$ cat src/rtl/adc_capture_ctrl.sv
// ADC capture window sequencer: waits for an immediate or threshold trigger, then writes
// capture_len (optionally decimated) samples to the buffer RAM from address 0.
module adc_capture_ctrl #(
    parameter int DATA_W = 12,
    parameter int ADDR_W = 14
) (
    input  logic              clk_i,
    input  logic              rst,
    input  logic [DATA_W-1:0] adc_data,
    input  logic              adc_otr_i,
    input  logic              arm,
    input  logic              abort,
    input  logic              trig_mode,
    input  logic [DATA_W-1:0] threshold,
    input  logic [ADDR_W:0]   capture_len,
    input  logic [7:0]        decim,
    output logic              wr_clk,
    output logic              wr_en,
    output logic [ADDR_W-1:0] wr_addr,
    output logic [31:0]       wr_data,
    output logic              busy,
    output logic              done,
    output logic              done_pulse,
    output logic [ADDR_W:0]   sample_count,
    output logic              otr_seen,
    output logic [1:0]        state
);

    // state   | meaning
    // IDLE    | waiting for arm with a non-zero length
    // ARMED   | configuration latched, waiting for trigger
    // CAPTURE | writing samples (with decimation) to the buffer
    // DONE    | capture complete, counters held until re-arm or abort
    typedef enum logic [1:0] {
        S_IDLE    = 2'd0,
        S_ARMED   = 2'd1,
        S_CAPTURE = 2'd2,
        S_DONE    = 2'd3
    } state_t;

    // The otr flag sits just above the sample field, which is at least 12 bits wide.
    localparam int SMP_W = (DATA_W > 12) ? DATA_W : 12;
    localparam logic [ADDR_W:0] DEPTH   = {1'b1, {ADDR_W{1'b0}}};
    localparam logic [ADDR_W:0] CNT_ONE = {{ADDR_W{1'b0}}, 1'b1};

    state_t            st, st_n;
    logic [DATA_W-1:0] s_cur, s_prev;
    logic              s_cur_otr;
    logic [ADDR_W:0]   len_q;
    logic [7:0]        decim_q;
    logic              mode_q;
    logic [DATA_W-1:0] thr_q;
    logic [7:0]        dcnt;

    logic              arm_req;
    logic              arm_ok;
    logic              abort_go;
    logic              trig;
    logic              proc;
    logic              wr_go;
    logic              last;
    logic [ADDR_W:0]   cnt_inc;
    logic [ADDR_W:0]   len_clamp;
    logic [31:0]       wdata_n;

    assign wr_clk    = clk_i;
    assign state     = st;
    assign busy      = (st == S_ARMED) || (st == S_CAPTURE);
    assign arm_req   = arm && (capture_len != '0) && !abort;
    assign trig      = (s_prev < thr_q) && (s_cur >= thr_q);
    assign cnt_inc   = sample_count + CNT_ONE;
    assign len_clamp = (capture_len > DEPTH) ? DEPTH : capture_len;

    always_comb begin
        wdata_n                = '0;
        wdata_n[DATA_W-1:0]    = s_cur;
        wdata_n[SMP_W]         = s_cur_otr;
    end

    always_ff @(posedge clk_i or posedge rst) begin
        if (rst) st <= S_IDLE;
        else     st <= st_n;
    end

    always_comb begin
        st_n     = st;
        arm_ok   = 1'b0;
        abort_go = 1'b0;
        proc     = 1'b0;
        case (st)
            S_IDLE: begin
                if (arm_req) begin
                    st_n   = S_ARMED;
                    arm_ok = 1'b1;
                end
            end
            S_ARMED: begin
                if (abort) begin
                    st_n     = S_IDLE;
                    abort_go = 1'b1;
                end else if (!mode_q) begin
                    st_n = S_CAPTURE;
                end else if (trig) begin
                    // the triggering sample is itself the first one processed
                    st_n = S_CAPTURE;
                    proc = 1'b1;
                end
            end
            S_CAPTURE: begin
                if (abort) begin
                    st_n     = S_IDLE;
                    abort_go = 1'b1;
                end else begin
                    proc = 1'b1;
                end
            end
            S_DONE: begin
                if (abort) begin
                    st_n     = S_IDLE;
                    abort_go = 1'b1;
                end else if (arm_req) begin
                    st_n   = S_ARMED;
                    arm_ok = 1'b1;
                end
            end
            default: st_n = S_IDLE;
        endcase
        wr_go = proc && (dcnt == 8'd0);
        last  = wr_go && (cnt_inc == len_q);
        if (last) st_n = S_DONE;
    end

    always_ff @(posedge clk_i or posedge rst) begin
        if (rst) begin
            s_cur        <= '0;
            s_cur_otr    <= 1'b0;
            s_prev       <= '0;
            len_q        <= '0;
            decim_q      <= '0;
            mode_q       <= 1'b0;
            thr_q        <= '0;
            dcnt         <= '0;
            wr_en        <= 1'b0;
            wr_addr      <= '0;
            wr_data      <= '0;
            done         <= 1'b0;
            done_pulse   <= 1'b0;
            sample_count <= '0;
            otr_seen     <= 1'b0;
        end else begin
            s_cur      <= adc_data;
            s_cur_otr  <= adc_otr_i;
            s_prev     <= s_cur;
            wr_en      <= wr_go;
            done_pulse <= last;
            if (arm_ok) begin
                len_q        <= len_clamp;
                decim_q      <= decim;
                mode_q       <= trig_mode;
                thr_q        <= threshold;
                dcnt         <= '0;
                sample_count <= '0;
                otr_seen     <= 1'b0;
                done         <= 1'b0;
            end
            if (abort_go) done <= 1'b0;
            if (proc) dcnt <= (dcnt == decim_q) ? 8'd0 : dcnt + 8'd1;
            if (wr_go) begin
                wr_addr      <= sample_count[ADDR_W-1:0];
                wr_data      <= wdata_n;
                sample_count <= cnt_inc;
                otr_seen     <= otr_seen | s_cur_otr;
            end
            if (last) done <= 1'b1;
        end
    end

endmodule

$ cat config.mk
export PLATFORM = sky130hd
export DESIGN_NAME = adc_capture_ctrl
export DESIGN_NICKNAME = d
export VERILOG_FILES = /design/src/rtl/adc_capture_ctrl.sv
export SDC_FILE = /design/constraint.sdc
export NUM_CORES = 1
export LEC_CHECK = 0
export CORE_ASPECT_RATIO = 1.4
export CORE_MARGIN = 1.5
export CORE_UTILIZATION = 54
export CTS_BUF_LIST = sky130_fd_sc_hd__clkbuf_8
export DETAILED_ROUTE_END_ITERATION = 12
export PLACE_DENSITY = 0.93
export SLEW_MARGIN = 20
export SYNTH_ARGS = -nofsm -noshare
export SYNTH_HDL_FRONTEND = slang
export SYNTH_SLANG_ARGS = --single-unit
export TNS_END_PERCENT = 30
$ cat constraint.sdc
create_clock -name clk_i -period 4.64 [get_ports clk_i]
set_input_delay 0.928 -clock clk_i [delete_from_list [all_inputs] [get_ports clk_i]]
set_output_delay 0.928 -clock clk_i [all_outputs]
set_load 0.005 [all_outputs]
==> reports/qor.yml, run 1 <==
route:
  ant_nets: 0
  viasPerCell: 5.73
  via_count: 4626
  drt-initial-drc-count: 223
  drc: 0
  wl_per_cell_um: 17.9
  drt-total-wl_um: 14400
  drt-pass1-iter-count: 5
final_layout:
  multi_input_comb_area_um2: 2970
  antennaDiodeCount: 0
  final_area_um2: 7650
  area_delta_synth_final_pct: 23.0
  final_common_cell: "dfrtp_1"
  drive_gt1_frac: 0.157
  nNetsFinal: 734
  mostFrequentLayoutCells: "dfrtp_1 (117), clkdlybuf4s50_1 (102), nand2_1 (43)"
  final-seq-area_um2: 2930
  fill_cells: 814
worst_setup_path:
  arrival_ps: 2980
  worstPathRequired_ps: 3710
  worstReg2RegEnd: "sample_count[14]"
  end_kind: "output pin"
  start_kind: "clock port"
  critical_path_class: "clk -> out"
  r2r_cells: 8
  r2r_start: "s_cur[5]"
  cp_max_fo: 2
  reg2reg_slack_ps: 1380
placed_design:
  place_area_um2: 7230
  port_buffers: 102
  hpwl_um: 10400
  place_congestion: 0.908
global_routing:
  busiest_layer: "met2"
  gr-usage-met1: 0.270
  grtUsageTotal: 0.256
  grt_pass1_wl_um: 23300
  grt_overflow: 0
  grt_util_met2: 0.447
  gr-usage-met3: 0.0816
  grt_pass1_vias: 4831
  grt_antenna_before_repair: 0
  grt_max_degree: 67
worst_hold_path:
  hold_path.class: "reg -> reg"
  hold_path_depth: 0
  hp-start: "s_cur[10]"
  min_to: "s_prev[10]"
timing:
  tightest_slew_ps: 1040
  rsz0062_at_grt: "false"
  final.setup.tns_ps: 0
  slew_headroom: 0.306
  holdWs_ps: 409
  finalSetupViolCount: 0
  drv_slew: 0
  hold_viol: 0
  skew_ps: 11.3
clock_network:
  cts.reportedPaths.clkPinSlew_ps: 70
  cts_tree: "yes"
  clkLatencyLatePin_ps: 550
  post_cts_buffers: 0
  cts_hold_buffers: 0
  cts_resized: 0
power:
  ir_worst_vdd_uv: 347
  p_leak_nw: 3.52
  powerDensity_nw_per_um2: 471
  p_total_mw: 3.60
synthesis:
  synth_seq_cells: 117
  syn_area_per_cell_um2: 11.3
  syn_area_um2: 6220
  synth_top_area_frac: 0.470
  syn_inst: 552
  yosys-top-cells-area: "dfrtp_1 (47%), mux2_4 (6.3%), ha_1 (6.2%), mux2_2 (4.0%), buf_4 (3.1%)"
  synth-edff-count: 0
  synth-main-ff-cell: "dfrtp_1"
  synth_top_area_cell: "dfrtp_1"
  ys_warn_count: 0
  synth_cell_type_count: 63
  seq_area_frac_synth: 0.470
  ys_async_sr_fraction: 1.00
floorplan:
  io_pins: 122
  rows: 46
  core_um2: 11300
  die_height_um: 130
  start_util: 0.552
  dieWidth_um: 93.7
  dieArea_um2: 12200
run:
  drv_cap: 0
status:
  run_status: "finished, final reports clean"
-- through the flow --
step | setup slack [ps] | utilization | instances
CTS | 720 | 0.678 | 807
global route | 717 | 0.678 | 807
global placement | 978 | 0.641 | 772
finish | 731 | 0.678 | 807
floorplan | 611 | - | 570
detailed placement | 877 | 0.641 | 772
-- flip-flops by register name, summed over array words and instances, names as in the netlist --
| name | cells |
|---|---|
| len_q | 15 |
| sample_count | 15 |
| wr_addr | 14 |
| wr_data | 13 |
| s_cur | 12 |
| s_prev | 12 |
| thr_q | 12 |
| dcnt | 8 |
| decim_q | 8 |
| state | 2 |
| done | 1 |
| done_pulse | 1 |
| mode_q | 1 |
| otr_seen | 1 |
| s_cur_otr | 1 |
| wr_en | 1 |
-- cell families (layout without fill, tap and decap cells) --
family	count (synthesis)	count (layout)	synth area share
AO/OA/AOI/OAI	91	91	0.106
XOR/XNOR	31	31	0.0436
adder cells (fa/ha/maj)	31	31	0.0623
buffers and inverters	70	163	0.0629
flip-flops	117	117	0.470
multiplexers	52	52	0.109
other	1	19	0.000603
AND/OR/NAND/NOR	159	159	0.145
-- cell usage after synthesis (all sizes together), types with 6 or more instances --
| master | n |
|---|---|
| a211oi | 7 |
| a21o | 17 |
| a21oi | 17 |
| and3 | 6 |
| buf | 37 |
| clkbuf | 10 |
| dfrtp | 117 |
| ha | 31 |
| inv | 23 |
| mux2 | 49 |
| nand2 | 45 |
| nand2b | 13 |
| nand3 | 17 |
| nand4 | 12 |
| nor2 | 13 |
| nor3 | 6 |
| nor4 | 8 |
| o21ai | 26 |
| or3 | 13 |
| xnor2 | 21 |
| xor2 | 10 |
-- worst max-delay path, cell delays in order --
cell,delay [ps]
clkbuf_8,110
clkbuf_8,120
clkdlybuf4s50_1,430
-- layout make-up --
type                       count  share of cell area
multi-input combinational    383               0.388
sequential                   117               0.383
timing repair buffer         104               0.137
clock buffer                  22              0.0391
tap                          144              0.0235
clock inverter                14              0.0180
inverter                      23              0.0116
-- worst max path at each step --
stage | start | end | slack (ps) | cells after the start
3_3_place_gp | capture_len[0] | sample_count[11] | 980 | 9
6_report | clk_i | wr_clk | 730 | 3
2_1_floorplan | rst | dcnt[0] | 610 | 1
3_5_place_dp | capture_len[9] | sample_count[11] | 880 | 9
5_1_grt | clk_i | wr_clk | 720 | 3
4_1_cts | clk_i | wr_clk | 720 | 3
-- where the power goes --
| part | internal [mW] | switching, mW | total, mW |
|---|---|---|---|
| Sequential | 1.25 | 0.168 | 1.41 |
| Clock | 0.554 | 0.435 | 0.989 |
| Combinational | 0.626 | 0.572 | 1.20 |
| Total | 2.43 | 1.17 | 3.60 |
-- per-layer routing --
layer / routed length, µm / vias to the layer above / part of all wire
met5: 0 / - / 0
met4: 515 / 0 / 0.036
met3: 1010 / 48 / 0.070
met2: 7650 / 214 / 0.53
met1: 5240 / 2254 / 0.36
li1: - / 2110 / -
(Power assumes the default switching activity.)
==> run 2: changes to the inputs <==
CORE_UTILIZATION = 49   (was 54)
PLACE_DENSITY = 0.89   (was 0.93)
clock period = 3.52 ns   (was 4.64 ns; I/O delays follow)
==> reports/qor.yml, run 2 (synthesis results as in run 1) <==
status:
  run_status: "finished, final reports clean"
global_routing:
  grt_overflow: 0
  gr-usage-met1: 0.247
  grt_pass1_vias: 5096
  busiest_layer: "met2"
  grt_pass1_wl_um: 24700
  gr-usage-met3: 0.0787
  grtUsageTotal: 0.239
  grt_antenna_before_repair: 0
  grt_util_met2: 0.443
  grt_max_degree: 118
worst_setup_path:
  arrival_ps: 3640
  end_kind: "flip-flop"
  cp_max_fo: 19
  critical_path_class: "reg -> reg"
  worstPathRequired_ps: 3960
  start_kind: "flip-flop"
clock_network:
  cts_hold_buffers: 0
  post_cts_buffers: 0
  cts_resized: 0
  clkLatencyLatePin_ps: 560
  cts_tree: "yes"
  cts.reportedPaths.clkPinSlew_ps: 70
timing:
  rsz0062_at_grt: "false"
  tightest_slew_ps: 765
  hold_viol: 0
  fmax_mhz: 313
  finalSetupViolCount: 0
  slew_headroom: 0.483
  timing.final.ws_setup_ps: 322
  period_share: 0.909
  skew_ps: 9.59
  drv_slew: 0
  fin_crit_ps: 3200
  final.setup.tns_ps: 0
final_layout:
  final_common_cell: "dfrtp_1"
  nNetsFinal: 743
  antennaDiodeCount: 0
  final_util: 0.631
  reg_top3: "len_q x15, sample_count x15, wr_addr x14"
  area_delta_synth_final_pct: 25.4
  drive_gt1_frac: 0.170
  mostFrequentLayoutCells: "dfrtp_1 (117), clkdlybuf4s50_1 (102), nand2_1 (43)"
floorplan:
  dieWidth_um: 98.2
  die_height_um: 136
  rows: 48
  dieArea_um2: 13400
  io_pins: 122
  core_um2: 12400
  start_util: 0.503
route:
  drc: 0
  via_count: 4655
  viasPerCell: 5.66
  ant_nets: 0
  drt-total-wl_um: 15300
  drt-pass1-iter-count: 5
  drt-initial-drc-count: 295
  wl_per_cell_um: 18.6
power:
  p_leak_nw: 3.59
  powerDensity_nw_per_um2: 642
  ir_worst_vdd_uv: 455
worst_hold_path:
  hold_path.class: "reg -> reg"
run:
  drv_cap: 0
placed_design:
  hpwl_um: 10900
  place_congestion: 0.916
  port_buffers: 102
  dp_slack_ps: 471
==> run 2: cell count changes in the layout (fill, tap and decap cells not counted), sizes merged <==
cell	change
buf	+9
clkinv	-3
inv	+2
bufinv	+2
clkinvlp	-1
==> run 2: layout make-up <==
class                           count  area, µm²
Inverter                           23       90.1
Fill cell                         937       4570
Tap cell                          150        188
Clock inverter                     14        199
Timing Repair Buffer              113       1130
Sequential cell                   117       2930
Multi-Input combinational cell    383       2970
Clock buffer                       22        299
==> run 2: worst paths after layout <==
check / cells after the start / slack, ps / start / to
setup / recovery: 10 / 320 / thr_q[11] / wr_data[7]
hold / removal: 0 / 420 / s_cur[10] / s_prev[10]
setup reg to reg: 10 / 320 / thr_q[11] / wr_data[7]
hold reg to reg: 0 / 420 / s_cur[10] / s_prev[10]
max in group asynchronous: 3 / 2370 / rst / done_pulse
min in group asynchronous: 3 / 660 / rst / s_cur[0]
==> run 2: stage by stage <==
| stage | power (mW) | hold slack (ps) | cell area, µm² | instances |
|---|---|---|---|---|
| finish | 5.01 | 420 | 7800 | 822 |
| global route | 5.28 | 436 | 7800 | 822 |
| CTS | 5.03 | 420 | 7800 | 822 |
| detailed placement | 3.51 | 393 | 7310 | 787 |
| global placement | 3.39 | 394 | 7310 | 787 |
| floorplan | 2.91 | 374 | 6290 | 570 |
==> run 2: report_power, final <==
part           internal (mW)  total (mW)  switching, mW
combinational          0.855        1.64          0.783
sequential              1.64        1.87          0.231
clock                  0.891        1.50          0.610
total                   3.39        5.01           1.62
==> run 2: metal layers <==
layer	wire length, µm	share of wire
met1	5530	0.36
met2	8360	0.55
met3	1030	0.068
met4	337	0.022
met5	0	0
==> run 2: critical path, cell delays in order (launching register included) <==
cell and delay [ps]:
dfrtp_1 360, inv_1 70, ha_1 350, nand4_1 200, nor4_1 430, o31ai_1 210, and2_1 240, a31o_4 280
nand3_4 360, buf_4 260, mux2_4 320
==> run 3: changes to the inputs <==
CAP_MARGIN = 10   (was default)
CORE_UTILIZATION = 30   (was 49)
MAX_ROUTING_LAYER = met4   (was default)
PLACE_DENSITY = 0.63   (was 0.89)
==> reports/qor.yml, run 3 (synthesis results as in run 1) <==
status:
  run_status: "finished, final reports clean"
clock_network:
  clkLatencyLatePin_ps: 560
  cts_resized: 0
  cts_tree: "yes"
  post_cts_buffers: 0
  cts.reportedPaths.clkPinSlew_ps: 80
  cts_hold_buffers: 0
floorplan:
  dieArea_um2: 21600
  core_um2: 20400
  rows: 62
  start_util: 0.305
  die_height_um: 173
  io_pins: 122
  dieWidth_um: 125
global_routing:
  grt_antenna_before_repair: 0
  grtUsageTotal: 0.145
  grt_overflow: 0
  grt_pass1_vias: 4500
  grt_pass1_wl_um: 23600
  grt_max_degree: 38
worst_setup_path:
  path_cells: "clkbuf_8, clkbuf_8, clkdlybuf4s50_1"
  slowest_stage: "clkdlybuf4s50_1"
  r2r_start: "thr_q[11]"
  cp_common_cell: "clkbuf_8"
  critical_path_class: "clk -> out"
  arrival_ps: 2420
  cp_max_fo: 2
  critPathTopFamily: "buffers and inverters"
  reg2reg_slack_ps: 660
  start_kind: "clock port"
  r2r_cells: 10
  worstReg2RegEnd: "dcnt[1]"
  end_kind: "output pin"
  cp_num_buf_inv: 3
  slowest_delay_ps: 430
  worstPathRequired_ps: 2820
route:
  drc: 0
  viasPerCell: 4.75
  ant_nets: 0
  wl_met1_um: 6070
  drt-pass1-iter-count: 4
  wl_per_cell_um: 15.7
  met2_length_um: 7500
  via_count: 4413
  dr.max_layer_used: "met4"
  drt-initial-drc-count: 156
  drt-total-wl_um: 14600
  wl_met3_um: 712
worst_hold_path:
  hp-start: "s_cur[0]"
  min_to: "s_prev[0]"
  hold_path.class: "reg -> reg"
  hold_path_depth: 0
final_layout:
  reg_top3: "len_q x15, sample_count x15, wr_addr x14"
  drive_gt1_frac: 0.169
  mostFrequentLayoutCells: "dfrtp_1 (117), clkdlybuf4s50_1 (102), nand2_1 (43)"
  final-seq-area_um2: 2930
  fill_cells: 1970
  fin_cells: 929
  nNetsFinal: 746
  final_area_um2: 7980
  multi_input_comb_area_um2: 2970
  area_delta_synth_final_pct: 28.2
  antennaDiodeCount: 0
  final_common_cell: "dfrtp_1"
power:
  ir_worst_vdd_uv: 289
  p_total_mw: 4.92
  p_leak_nw: 3.61
  powerDensity_nw_per_um2: 617
placed_design:
  place_congestion: 0.833
  hpwl_um: 10700
  port_buffers: 102
  place_inst: 896
  place_area_um2: 7490
timing:
  final.setup.tns_ps: 0
  finalSetupViolCount: 0
  skew_ps: 16.8
  hold_viol: 0
  drv_slew: 0
  rsz0062_at_grt: "false"
  tightest_slew_ps: 696
  holdWs_ps: 414
  slew_headroom: 0.529
run:
  drv_cap: 0
run 3: metal layers:
layer  track usage  vias up
li1              -     2136
met1         0.158     2126
met3        0.0383       26
met2         0.247      125
met4        0.0666        0
met5             -        -
run 3: worst max path at each step:
stage,from,depth (start not counted),end,slack (ps)
2_1_floorplan,clk_i,1,wr_clk,950
3_3_place_gp,capture_len[5],7,thr_q[2],470
3_5_place_dp,capture_len[0],8,thr_q[5],450
4_1_cts,clk_i,3,wr_clk,380
5_1_grt,thr_q[11],10,dcnt[0],340
6_report,clk_i,3,wr_clk,400
run 3: layout make-up:
cell class              count  share of cell area
clock inverters             9              0.0190
inverters                  23              0.0113
multi-input cells         383               0.373
flip-flops and latches    117               0.367
clock buffers              25              0.0427
well taps                 256              0.0402
repair buffers            116               0.147
run 3: power by group:
group | leakage [nW] | total (mW) | switching [mW] | internal, mW
registers | 1.50 | 1.85 | 0.212 | 1.64
logic | 1.87 | 1.57 | 0.715 | 0.851
clock network | 0.243 | 1.50 | 0.575 | 0.927
total | 3.61 | 4.92 | 1.50 | 3.42
run 3: per-stage QoR:
stage | worst slack, ps | util
3_5_place_dp | 453 | 0.367
6_report | 397 | 0.391
5_1_grt | 343 | 0.391
2_1_floorplan | 945 | -
3_3_place_gp | 468 | 0.367
4_1_cts | 384 | 0.391
==> RTL change (settings of run 3) <==
The parameter `ADDR_W` goes from 14 to 16.
--- a/src/rtl/adc_capture_ctrl.sv
+++ b/src/rtl/adc_capture_ctrl.sv
@@ -2,7 +2,7 @@
 // capture_len (optionally decimated) samples to the buffer RAM from address 0.
 module adc_capture_ctrl #(
     parameter int DATA_W = 12,
-    parameter int ADDR_W = 14
+    parameter int ADDR_W = 16
 ) (
     input  logic              clk_i,
     input  logic              rst,
Interface: changed (resized capture_len, sample_count and wr_addr); port bits go from 122 to 128. The function was not compared with the original's and may differ.
==> RTL change against run 3 <==
- total power grew 4.5%
- core utilization grew 0.29 points
- register-to-register slack lost 0.20 ns
- wire length grew 5.2%
- worst hold slack lost 0.015 ns
- synthesized area grew 0.99%
- count of clock-buffer cells in the layout grew 3
- sequential cell count grew 6
- sequential share of layout area grew 1.3 points
- global-route usage grew 0.64 points
- cell area grew 1.5%
- setup slack gained 0.0059 ns
==> RTL change: results <==
timing:
  tightest_slew_ns: 0.745
  worst_hold_slack_ns: 0.399
  fin_skew_ns: 0.0104
  worst_slack_ns: 0.403
place:
  numPortBuffers: 108
  place_area_um2: 7590
worst_setup_path:
  worstReg2RegStart: "state[0]$_DFFE_PP0P_"
  reg2reg_slack_ns: 0.46
  reg2reg_to: "sample_count[8]$_DFFE_PP0P_"
global_routing:
  grt_pass1_wl_um: 25100
  grt_usage_pct: 15.1
  grt.met3_usage_pct: 3.02
  grt_max_degree: 124
pwr:
  vdd_drop_max_v: 0.000248
detailed_routing:
  first_iter_violations: 176
  routed_wl_um: 15400
  met2WireLength_um: 7900
  vias: 4701
  wl_met3_um: 522
yosys:
  yosys-top-cells-count: "dfrtp_1, nand2_1, o21ai_0"
  synth_seq_area_share_pct: 49.0
  yosys-top-cells-area: "dfrtp_1, ha_1, nand2_1, mux2_1, o21ai_0"
  synth_cell_types: 62
finish:
  top_regs: "len_q x17, sample_count x17, wr_addr x16"
  nets: 806
  multi_input_area_um2: 2870
  fillers: 2024
hold_path:
  hold-path-endpoint: "s_prev[11]$_DFF_PP0_"
  hp-start: "s_cur[11]$_DFF_PP0_"
outcome:
  status: "finished, final reports clean"
-- RTL change: cell count changes in the layout (fill, tap and decap cells not counted), moves of 12 or more --
cell / change
mux2_2: -20
a21o_1: -12
mux2_1: +29
nand2_1: +53
mux2_4: -26
o21ai_0: +13
-- RTL change: cell families (layout without fill, tap and decap cells) --
logic type,Yosys count,in the layout,share of synthesized area (%)
simple gates,196,196,15.7
flops,123,123,49.0
compound gates,103,103,10.2
buf+inv,82,184,6.51
mux,46,46,7.96
fa+ha+maj,31,31,6.17
xor+xnor,30,30,4.40
other cells,1,19,0.0597
-- RTL change: final cells by class --
cell class | count | share of cell area, %
Clock inverter | 7 | 1.65
Timing Repair Buffer | 116 | 14.7
Tap cell | 256 | 3.96
Clock buffer | 28 | 4.71
Multi-Input combinational cell | 425 | 35.4
Sequential cell | 123 | 38.0
Inverter | 33 | 1.58
-- RTL change: report_power, final --
group	total [mW]	switching [mW]	internal (mW)
Combinational	1.60	0.830	0.774
Clock	1.56	0.574	0.988
Sequential	1.98	0.237	1.74
